--- src/rtl/operand_fetch_fwd.sv ---
// Operand-fetch stage: register file, constant bank and carry flag with
// execute/writeback bypass. Detects load-use hazards and holds a one-entry
// registered output under a valid/ready handshake.
module operand_fetch_fwd #(
  parameter int DATA_W   = 16,
  parameter int NUM_REGS = 8,
  localparam int IDX_W   = $clog2(NUM_REGS)
) (
  input  logic              clk,
  input  logic              rst,
  input  logic              in_valid,
  output logic              in_ready,
  input  logic [IDX_W-1:0]  in_src,
  input  logic [IDX_W-1:0]  in_dst,
  input  logic              in_rc,
  input  logic              ex_en,
  input  logic [IDX_W-1:0]  ex_idx,
  input  logic [DATA_W-1:0] ex_data,
  input  logic              ex_pending,
  input  logic              ex_c_en,
  input  logic              ex_c,
  input  logic              wb_en,
  input  logic [IDX_W-1:0]  wb_idx,
  input  logic [DATA_W-1:0] wb_data,
  input  logic              wb_c_en,
  input  logic              wb_c,
  output logic              out_valid,
  input  logic              out_ready,
  output logic [DATA_W-1:0] src_val,
  output logic [DATA_W-1:0] dst_val,
  output logic              carry_val
);

  logic [DATA_W-1:0] regs_reg [NUM_REGS];
  logic              carry_reg;

  logic [DATA_W-1:0] const_tbl [NUM_REGS];
  logic [DATA_W-1:0] src_fwd;
  logic [DATA_W-1:0] dst_fwd;
  logic              carry_fwd;
  logic              hazard;
  logic              accept;

  logic              out_valid_reg;
  logic [DATA_W-1:0] src_val_reg;
  logic [DATA_W-1:0] dst_val_reg;
  logic              carry_val_reg;

  // Constant bank: 0, powers of two 1..32, all-ones at 7, zero above 7.
  for (genvar gi = 0; gi < NUM_REGS; gi++) begin : g_const
    if (gi == 7) begin : g_ones
      assign const_tbl[gi] = '1;
    end else if (gi >= 1 && gi <= 6) begin : g_pow2
      assign const_tbl[gi] = DATA_W'(1) << (gi - 1);
    end else begin : g_zero
      assign const_tbl[gi] = '0;
    end
  end

  // Source operand: constant bank or bypassed register (ex beats wb beats file).
  always_comb begin
    src_fwd = regs_reg[in_src];
    if (in_rc)
      src_fwd = const_tbl[in_src];
    else if (ex_en && !ex_pending && ex_idx == in_src)
      src_fwd = ex_data;
    else if (wb_en && wb_idx == in_src)
      src_fwd = wb_data;
  end

  // Destination operand: always a bypassed register.
  always_comb begin
    dst_fwd = regs_reg[in_dst];
    if (ex_en && !ex_pending && ex_idx == in_dst)
      dst_fwd = ex_data;
    else if (wb_en && wb_idx == in_dst)
      dst_fwd = wb_data;
  end

  // Carry: execute update, then writeback update, then stored flag.
  always_comb begin
    carry_fwd = carry_reg;
    if (ex_c_en)
      carry_fwd = ex_c;
    else if (wb_c_en)
      carry_fwd = wb_c;
  end

  // A pending load into a register this request reads must stall it; a
  // constant source never depends on the register file.
  assign hazard = in_valid && ex_en && ex_pending &&
                  (ex_idx == in_dst || (!in_rc && ex_idx == in_src));
  assign in_ready = !rst && !hazard && (!out_valid_reg || out_ready);
  assign accept   = in_valid && in_ready;

  // Register file and carry flag write port; writes during reset are dropped.
  always_ff @(posedge clk) begin
    if (rst) begin
      for (int i = 0; i < NUM_REGS; i++)
        regs_reg[i] <= '0;
      carry_reg <= 1'b0;
    end else begin
      if (wb_en)
        regs_reg[wb_idx] <= wb_data;
      if (wb_c_en)
        carry_reg <= wb_c;
    end
  end

  // One-entry output register: load on accept, drain on ready, else hold.
  always_ff @(posedge clk) begin
    if (rst) begin
      out_valid_reg <= 1'b0;
      src_val_reg   <= '0;
      dst_val_reg   <= '0;
      carry_val_reg <= 1'b0;
    end else if (accept) begin
      out_valid_reg <= 1'b1;
      src_val_reg   <= src_fwd;
      dst_val_reg   <= dst_fwd;
      carry_val_reg <= carry_fwd;
    end else if (out_ready) begin
      out_valid_reg <= 1'b0;
    end
  end

  assign out_valid = out_valid_reg;
  assign src_val   = src_val_reg;
  assign dst_val   = dst_val_reg;
  assign carry_val = carry_val_reg;

endmodule

--- config.mk ---
export PLATFORM = sky130hd
export DESIGN_NAME = operand_fetch_fwd
export DESIGN_NICKNAME = d
export VERILOG_FILES = /design/src/rtl/operand_fetch_fwd.sv
export SDC_FILE = /design/constraint.sdc
export NUM_CORES = 1
export LEC_CHECK = 0
export BUFFER_PORTS_ARGS = -buffer_cell sky130_fd_sc_hd__buf_4
export CORE_MARGIN = 5
export CORE_UTILIZATION = 55
export CTS_CLUSTER_SIZE = 30
export DETAILED_ROUTE_END_ITERATION = 7
export PLACE_DENSITY = 0.8
export SETUP_SLACK_MARGIN = 0.05
export SLEW_MARGIN = 10
export SYNTH_ARGS = -nofsm -noshare
export SYNTH_HDL_FRONTEND = slang
export SYNTH_SLANG_ARGS = --single-unit
--- constraint.sdc ---
create_clock -name clk -period 3 [get_ports clk]
set_clock_uncertainty 0.2 [all_clocks]
set_input_delay 0.6 -clock clk [delete_from_list [all_inputs] [get_ports clk]]
set_output_delay 0.6 -clock clk [all_outputs]
set_load 0.005 [all_outputs]
== After elaboration in Yosys (flattened, before gate mapping) ==
Memories as Yosys holds them, arrays and structs flattened.
Index checks and enable logic that the tools add are counted.

* Add/sub/neg operators: 0
* Multiplexer cells: 19
* Divide/modulo/power cells: 0
* Reductions and logical operators: 21
* Bitwise operators: 1
* $lt $le $gt $ge: 1
* Eq/ne operators: 4
* Shifts and indexed selects: 0
* $mul: 0

{| class="wikitable"
|+ Operators with widths
! operator !! number
|-
| 16-bit 2-to-1 mux || 8
|-
| 16-bit OR reduction || 1
|-
| 3-bit == test || 4
|-
| 1-bit logical AND || 12
|-
| 1-bit 2-to-1 mux || 10
|-
| 1-bit logical NOT || 5
|-
| 4-bit >= comparator (second input constant) || 1
|-
| 3-bit NOT with 4-bit output || 1
|-
| 3-bit 2-to-1 mux || 1
|-
| 1-bit logical OR || 2
|-
| 2-bit nonzero test || 1
|}

* Register bits: 35
* Word-level logic and storage cells: 53
* RAM bits: 128
* Bits of input ports: 56
* Memories: 2
* Bits in latches: 0
* Bits in read-only memories: 128

{| class="wikitable"
|+ Memories
! memory !! words !! bits a word !! read ports !! clocked after Yosys merged registers in !! write ports !! RTL line !! source
|-
| (name not given) || 8 || 16 || 1 || 0 || 0 || 64 || <nowiki>src_fwd = const_tbl[in_src];</nowiki>
|-
| regs_reg || 8 || 16 || 2 || 0 || 8 || 34 || <nowiki>logic [DATA_W-1:0] regs_reg [NUM_REGS];</nowiki>
|}

== Logic depth before layout (Yosys ltp) ==
Gate-level depths: netlist of run 1.

* Word-level depth: 9
* Mapped depth: 9

== Worst setup path after synthesis of run 1 ==
Ideal clock, no wire load.

* Path kind: input port to flip-flop
* Start point: in in_dst[0]
* End point: reg dst_val_reg[10], in the netlist dst_val[10]
* Path slack: 0.525 ns
* Path buffers: 2
* Arrival: 2.138 ns
* Stages on the path: 7
* Setup time: 0.137 ns
* Cell sequence: buf_2 buf_2 mux4_2 mux2i_1 a211oi_1 a211oi_1 nor3_2

* Word-level cells in the longest chain between the ends: 7

{| class="wikitable"
|+ RTL lines
! element !! RTL line !! source
|-
| from (decl) || 14 || <nowiki>input logic [IDX_W-1:0] in_dst,</nowiki>
|-
| branches (longest 7 deep; another with memory read 8 x 16 bit) || n/a ||
|-
| to (signal assigned) || 120 || <nowiki>dst_val_reg <= dst_fwd;</nowiki>
|-
| to (decl) || 46 || <nowiki>logic [DATA_W-1:0] dst_val_reg;</nowiki>
|}

Parallel ways; which one is timed is not known.
A chain may end at the register's enable or synchronous reset.

== Worst setup path in the final report of run 1 ==
* Start point: in in_src[1]
* End point: out in_ready

* Word-level cells in the longest chain between the ends: 7

{| class="wikitable"
|+ RTL lines
! element !! RTL line !! source
|-
| from (decl) || 13 || <nowiki>input logic [IDX_W-1:0] in_src,</nowiki>
|-
| 3-bit == test || 92 || <nowiki>(ex_idx == in_dst || (!in_rc && ex_idx == in_src));</nowiki>
|-
| 1-bit logical AND || 92 ||
|-
| 1-bit logical OR || 92 ||
|-
| 1-bit logical AND || 91 || <nowiki>assign hazard = in_valid && ex_en && ex_pending &&</nowiki>
|-
| 1-bit logical NOT || 93 || <nowiki>assign in_ready = !rst && !hazard && (!out_valid_reg || out_ready);</nowiki>
|-
| 1-bit logical AND (2 in series) || 93 ||
|-
| to (decl) || 12 || <nowiki>output logic in_ready,</nowiki>
|}

No other way between the ends.

==> impl_metrics.ini, run 1 <==
[worst_hold_path]
whs_path_depth = 3
min_path_type = in -> reg

[drt]
dr.pass1.iters = 5
first_iter_violations = 656
ant_nets = 0
met3_wirelength_um = 2010
via_count = 6221
drt_wl_total_um = 22800
routed.top_layer = met4
wl_per_cell_um = 22.6
met2_length_um = 11700
via_per_inst = 6.18
route.detailed.drc = 0
drt-met1-wl_um = 8580

[outcome]
outcome = completed

[timing]
fin_crit_ns = 2.68
slew_viol_final = 0
rsz0062_at_grt = no
setup_viol = 0
fin_crit_sh_pct = 89.4
worstMarginPinSlew_ns = 0.556
hold_violations = 0
tns_ns = 0
max_freq_mhz = 373
relSlewSlack_pct = 62.9

[final_layout]
diodes = 0
drive_gt1_share_pct = 30.0
fin_util_pct = 65.6
layout_commonest_cell = and2_1
fin_area_mm2 = 0.0104
fin_nets = 837
largest_reg_flops = 128
instances_no_fill = 1007
layout_common_cells = and2_1 (138), edfxtp_1 (128), buf_4 (113), nor2_1 (65), mux4_2 (64)
synthToLayoutAreaGrowth_pct = 17.2

[worst_setup_path]
r2r_cells = 6
cp-end-kind = output pin
cp.arrival_ns = 1.88
start_kind = primary input
cp_max_fo = 3
required_ns = 2.20
path_class = in -> out

[synth]
synth_nets = 759
seq_area_frac_synth_pct = 51.3
synth_warnings = 0
ys.flop_type = edfxtp_1
syn_area_mm2 = 0.00886
ys_async_sr_fraction_pct = 0
synth_area_per_cell_um2 = 12.7
yosys_register_bits = 163
synthDistinctLibCells = 43
synth_edf_count = 128
synth_cells = 700

[clock_tree]
root_buffer = clkbuf_16
cts_tree = done
clkTransAtPathRegs_ns = 0.06
cts_hold_buf = 0
cts_buffers = 17
post-cts-setup-buffers = 0
ctsResizeCount = 0
cts_buffer_depth = 2
clk-insertion-delay-late_ns = 0.43
cts_sinks = 163
cts-htree-levels = 4

[power_and_ir_drop]
ir_drop_uv = 427
p_leak_uw = 0.00387
p_per_area_mw_per_mm2 = 553

[floorplan]
die_w_um = 137
initial_utilization_pct = 56.0
rows = 46
io_pins = 91
core_area_mm2 = 0.0158
dieArea_mm2 = 0.0188
dieHeight_um = 137

[placement]
place_area_mm2 = 0.00977
dp_cells = 975
place_congestion = 0.833
io_buffers = 90
hpwl_um = 15600

[grt]
grt_max_degree = 33
grt_pass1_wl_um = 35500
grt_overflow = 0
antenna_found_initial = 0
track_usage_pct = 25.3
grt_pass1_vias = 6449

[run]
cap_violations = 0
per-layer routing:
layer / vias to the layer above / track usage (%)
met1: 3065 / 31.4
met3: 52 / 5.11
met4: 0 / 9.81
li1: 2774 / -
met5: - / 0
met2: 330 / 43.5
worst paths after layout:
check            startpoint          to  slack, ns
max               in_src[1]    in_ready       0.32
min                    wb_c   carry_reg       0.25
max reg2reg  regs_reg[7][4]  src_val[4]       0.92
min reg2reg       carry_val   carry_val       0.26
critical path, stage by stage:
cell	delay [ns]
buf_4	0.12
xor2_1	0.17
or4_4	0.51
a21oi_2	0.23
a21oi_1	0.10
buf_4	0.14
logic make-up after synthesis:
| kind of cell | count (synthesis) | synth area share, % |
|---|---|---|
| flip-flops | 163 | 51.3 |
| multiplexers | 93 | 19.6 |
| AO/OA/AOI/OAI | 88 | 6.63 |
| adder cells (fa/ha/maj) | 3 | 0.424 |
| AND/OR/NAND/NOR | 281 | 17.8 |
| buffers and inverters | 60 | 3.13 |
| XOR/XNOR | 12 | 1.19 |
power breakdown:
| group | internal (uW) | total [uW] | switching (uW) | leakage, uW |
|---|---|---|---|---|
| Sequential | 2590 | 2670 | 85.5 | 0.00151 |
| Combinational | 394 | 795 | 401 | 0.00207 |
| Clock | 1390 | 2280 | 893 | 0.000288 |
per-stage QoR:
| step | hold slack [ns] | total power [uW] | setup slack (ns) |
|---|---|---|---|
| 4_1_cts | 0.236 | 5750 | 0.310 |
| 3_3_place_gp | 0.241 | 3470 | 0.249 |
| 5_1_grt | 0.259 | 5940 | 0.280 |
| 3_5_place_dp | 0.253 | 3500 | 0.260 |
| 6_report | 0.248 | 5750 | 0.318 |
| 2_1_floorplan | 0.248 | 3190 | 0.525 |
cell usage after synthesis, drive strengths merged, types with 2 or more instances:
master / instances / area [um^2]
o211ai: 2 / 15.0
a21oi: 15 / 78.8
a2111oi: 2 / 17.5
nand4: 2 / 12.5
or2: 9 / 56.3
a22oi: 2 / 15.0
a211oi: 41 / 308
and3: 4 / 25.0
nand2: 22 / 82.6
mux4: 64 / 1440
o31ai: 2 / 15.0
dfxtp: 35 / 701
xor2: 3 / 26.3
a31oi: 3 / 18.8
and2: 138 / 863
buf: 28 / 158
mux2i: 28 / 280
nand2b: 6 / 37.5
nor3: 19 / 155
nand3b: 5 / 37.5
o21ai: 16 / 80.1
a311oi: 2 / 17.5
inv: 4 / 15.0
clkbuf: 28 / 105
nand3: 6 / 30.0
edfxtp: 128 / 3840
nor2: 67 / 251
xnor2: 9 / 78.8
ha: 3 / 37.5
cell type report:
type,count,area (um^2)
fill,1092,5440
tap,216,270
timing repair buffer,115,888
sequential,163,4540
multi-input combinational,477,4050
clock inverter,14,188
clock buffer,18,429
inverter,4,15.0
Power figures use the tool's default switching activity.
==> run 2, diff against run 1 <==
Settings changed: PLACE_DENSITY 0.8 to unset, PLACE_DENSITY_LB_ADDON set to 0.1.
==> impl_metrics.ini, run 2 (same netlist as run 1, synthesis figures left out) <==
[worst_setup_path]
slowest_delay_ns = 0.43
crit_top_cell = buf_4
required_ns = 2.20
path_cells = buf_4 > xor2_1 > or4_4 > a21oi_2 > a21oi_1 > buf_4
start_kind = primary input
slowest_stage = or4_4
path_class = in -> out
cp.arrival_ns = 1.89
cp-end-kind = output pin
cp.buffers_inverters = 2
cp_max_fo = 17
crit_family = simple AND/OR/NAND/NOR gates

[drt]
via_per_inst = 6.15
dr.pass1.iters = 5
first_iter_violations = 603
wl_per_cell_um = 23.0
ant_nets = 0
via_count = 6202
route.detailed.drc = 0
drt_wl_total_um = 23200

[power_and_ir_drop]
ir_drop_uv = 394
p_leak_uw = 0.00388
p_per_area_mw_per_mm2 = 545

[final_layout]
drive_gt1_share_pct = 29.8
synthToLayoutAreaGrowth_pct = 17.3
diodes = 0
layout_common_cells = and2_1 (138), edfxtp_1 (128), buf_4 (113), nor2_1 (65), mux4_2 (64)
largest_reg_flops = 128
layout_commonest_cell = and2_1
instances_no_fill = 1009
fin_nets = 839

[timing]
setup_viol = 0
worstMarginPinSlew_ns = 0.610
rsz0062_at_grt = no
tns_ns = 0
fin_crit_ns = 2.69
slew_viol_final = 0
relSlewSlack_pct = 59.1
max_freq_mhz = 372
fin_crit_sh_pct = 89.6
hold_violations = 0

[grt]
grt_pass1_wl_um = 36200
grt_pass1_vias = 6346
antenna_found_initial = 0
track_usage_pct = 26.0
grt_max_degree = 33
grt_overflow = 0

[clock_tree]
cts_sinks = 163
cts_tree = done
clkTransAtPathRegs_ns = 0.06
cts_hold_buf = 0
cts_buffers = 17
post-cts-setup-buffers = 0
clk-insertion-delay-late_ns = 0.43
cts-htree-levels = 4
ctsResizeCount = 0
cts_buffer_depth = 2
root_buffer = clkbuf_16

[placement]
dp_cells = 977
io_buffers = 90
hpwl_um = 15700
place_congestion = 0.848

[floorplan]
io_pins = 91
dieHeight_um = 137
die_w_um = 137
core_area_mm2 = 0.0158
dieArea_mm2 = 0.0188
initial_utilization_pct = 56.0
rows = 46

[outcome]
outcome = completed

[worst_hold_path]
min_path_type = in -> reg

[run]
cap_violations = 0
## run 2: area by class of cell
type / instances / area (um^2)
multi-input combinational: 477 / 4050
sequential: 163 / 4540
inverter: 4 / 15.0
timing repair buffer: 117 / 928
fill: 1173 / 5430
clock inverter: 13 / 158
clock buffer: 19 / 433
tap: 216 / 270
## run 2: metal layers
layer  up-vias  share of wire (%)  track usage, %
met2       295                 50            43.8
met5         -                  0               0
met3        28                8.8            5.70
li1       2769                  -               -
met4         0                1.2            6.10
met1      3110                 40            34.6
## run 2: through the flow
step | hold WS, ns | worst slack [ns] | instance area (um^2) | total power (uW) | utilization, %
after floorplan | 0.248 | 0.525 | 8860 | 3190 | -
after global placement | 0.241 | 0.336 | 9810 | 3490 | 62.0
after detailed placement | 0.263 | 0.291 | 9810 | 3520 | 62.0
after CTS | 0.228 | 0.324 | 10400 | 5690 | 65.7
after global routing | 0.251 | 0.235 | 10400 | 5880 | 65.7
final | 0.237 | 0.312 | 10400 | 5670 | 65.7
## run 2: power breakdown
part	internal (uW)	switching, uW	leakage [uW]	total [uW]
Sequential	2590	82.9	0.00151	2670
Combinational	398	413	0.00209	811
Clock	1310	883	0.000279	2190
Total	4290	1380	0.00388	5670
## run 2: worst paths after layout
kind                   from          to  slack (ns)  cells past startpoint
min reg2reg       carry_val   carry_val        0.27                      2
min                    wb_c   carry_reg        0.24                      3
max               in_src[2]    in_ready        0.31                      6
max reg2reg  regs_reg[7][4]  src_val[4]        0.91                      6
## run 2: worst register-to-register path: stages, from the launching register on
cell      delay, ns
edfxtp_1       0.39
mux4_2         0.47
mux2_2         0.27
mux2i_1        0.24
o21ai_0        0.12
a22oi_1        0.20
o21ai_1        0.09
==> run 3, diff against run 2 <==
Settings changed: PLACE_DENSITY set to 0.75, PLACE_DENSITY_LB_ADDON 0.1 to unset.
==> impl_metrics.ini, run 3 (same netlist as run 1, synthesis figures left out) <==
[worst_hold_path]
hold_path.startpoint = wb_c
min_path_type = in -> reg

[final_layout]
diodes = 0
n_fill_cell = 1160
synthToLayoutAreaGrowth_pct = 17.1
largest_reg_flops = 128
drive_gt1_share_pct = 29.6
layout_common_cells = and2_1 (138), edfxtp_1 (128), buf_4 (115), nor2_1 (65), mux4_2 (64)
fin_area_mm2 = 0.0104
fin_nets = 839
layout_commonest_cell = and2_1

[timing]
setup_viol = 0
worstMarginPinSlew_ns = 0.731
hold_violations = 0
max_freq_mhz = 366
slew_viol_final = 0
relSlewSlack_pct = 51.1
fin_crit_sh_pct = 91.0
tns_ns = 0
finalWorstSetupSlack_ns = 0.271
rsz0062_at_grt = no
fin_crit_ns = 2.73

[worst_setup_path]
slowest_delay_ns = 0.49
cp.buffers_inverters = 2
crit_family = simple AND/OR/NAND/NOR gates
path_class = in -> out
cp.arrival_ns = 1.93
cp-end-kind = output pin
path_cells = buf_4 > xor2_1 > or4_4 > a21oi_2 > a21oi_1 > buf_4
crit_start = in_src[0]
required_ns = 2.20
r2r_start = regs_reg[5][4]
cp_max_fo = 10
start_kind = primary input
slowest_stage = or4_4
crit_top_cell = buf_4

[floorplan]
core_area_mm2 = 0.0158
dieArea_mm2 = 0.0188
rows = 46
die_w_um = 137
io_pins = 91
initial_utilization_pct = 56.0
dieHeight_um = 137

[clock_tree]
cts_buffer_depth = 2
cts_sinks = 163
cts_tree = done
clkTransAtPathRegs_ns = 0.06
clk-insertion-delay-late_ns = 0.43
cts_hold_buf = 0
ctsResizeCount = 0
cts_buffers = 17
cts-htree-levels = 4
root_buffer = clkbuf_16
post-cts-setup-buffers = 0

[grt]
antenna_found_initial = 0
grt_pass1_wl_um = 35800
track_usage_pct = 25.6
grt_overflow = 0
grt_max_degree = 35
grt_pass1_vias = 6398

[drt]
dr.pass1.iters = 5
route.detailed.drc = 0
first_iter_violations = 584
wl_per_cell_um = 23.1
drt_wl_total_um = 23300
via_count = 6232
via_per_inst = 6.19
ant_nets = 0

[power_and_ir_drop]
p_per_area_mw_per_mm2 = 551
finalPower_uw = 5720
ir_drop_uv = 424
p_leak_uw = 0.00387

[run]
cap_violations = 0

[outcome]
outcome = completed

[placement]
io_buffers = 90
hpwl_um = 15800
place_congestion = 0.892
post-place-ws_ns = 0.271
place_area_mm2 = 0.00979
run 3: cell count changes in the layout (fill, tap and decap cells not counted), sizes merged:
cell,before,now
clkinvlp,3,4
clkbuf,19,20
bufinv,3,4
inv,6,4
clkinv,5,2
run 3: final timing paths:
kind / endpoint / slack [ns] / cells after the start
worst min register to register: carry_val / 0.25 / 2
worst max-delay path: in_ready / 0.27 / 6
worst min-delay path: carry_reg / 0.24 / 3
worst max register to register: src_val[4] / 0.79 / 6
run 3: through the flow:
step / utilization [%] / cells / hold slack [ns]
floorplan: - / 700 / 0.248
global placement: 61.8 / 977 / 0.241
detailed placement: 61.8 / 977 / 0.246
CTS: 65.6 / 1007 / 0.230
global route: 65.6 / 1007 / 0.263
finish: 65.6 / 1007 / 0.237
run 3: where the power goes:
group | total (uW) | switching [uW] | internal (uW)
registers | 2670 | 81.4 | 2590
clock network | 2240 | 861 | 1380
logic | 809 | 414 | 395
run 3: cell type report:
| cell class | instances | area [um^2] | area share [%] |
|---|---|---|---|
| timing repair buffer | 117 | 903 | 8.70 |
| tap | 216 | 270 | 2.60 |
| multi-input combinational | 477 | 4050 | 39.0 |
| sequential | 163 | 4540 | 43.8 |
| clock buffer | 20 | 437 | 4.21 |
| inverter | 4 | 15.0 | 0.145 |
| clock inverter | 10 | 160 | 1.54 |
run 3: worst reg2reg max path: cells and delay by family, from the launching register on:
| kind | cells | cell delay [ns] |
|---|---|---|
| DFF | 1 | 0.41 |
| muxes | 3 | 1.03 |
| AOI/OAI and AO/OA | 3 | 0.46 |
run 3: metal layers:
metal | up-vias | share of wire [%] | GRT usage, %
met5 | - | 0 | 0
met4 | 0 | 1.7 | 7.59
met3 | 37 | 7.9 | 5.18
met2 | 316 | 51 | 44.2
met1 | 3095 | 40 | 32.7
li1 | 2784 | - | -
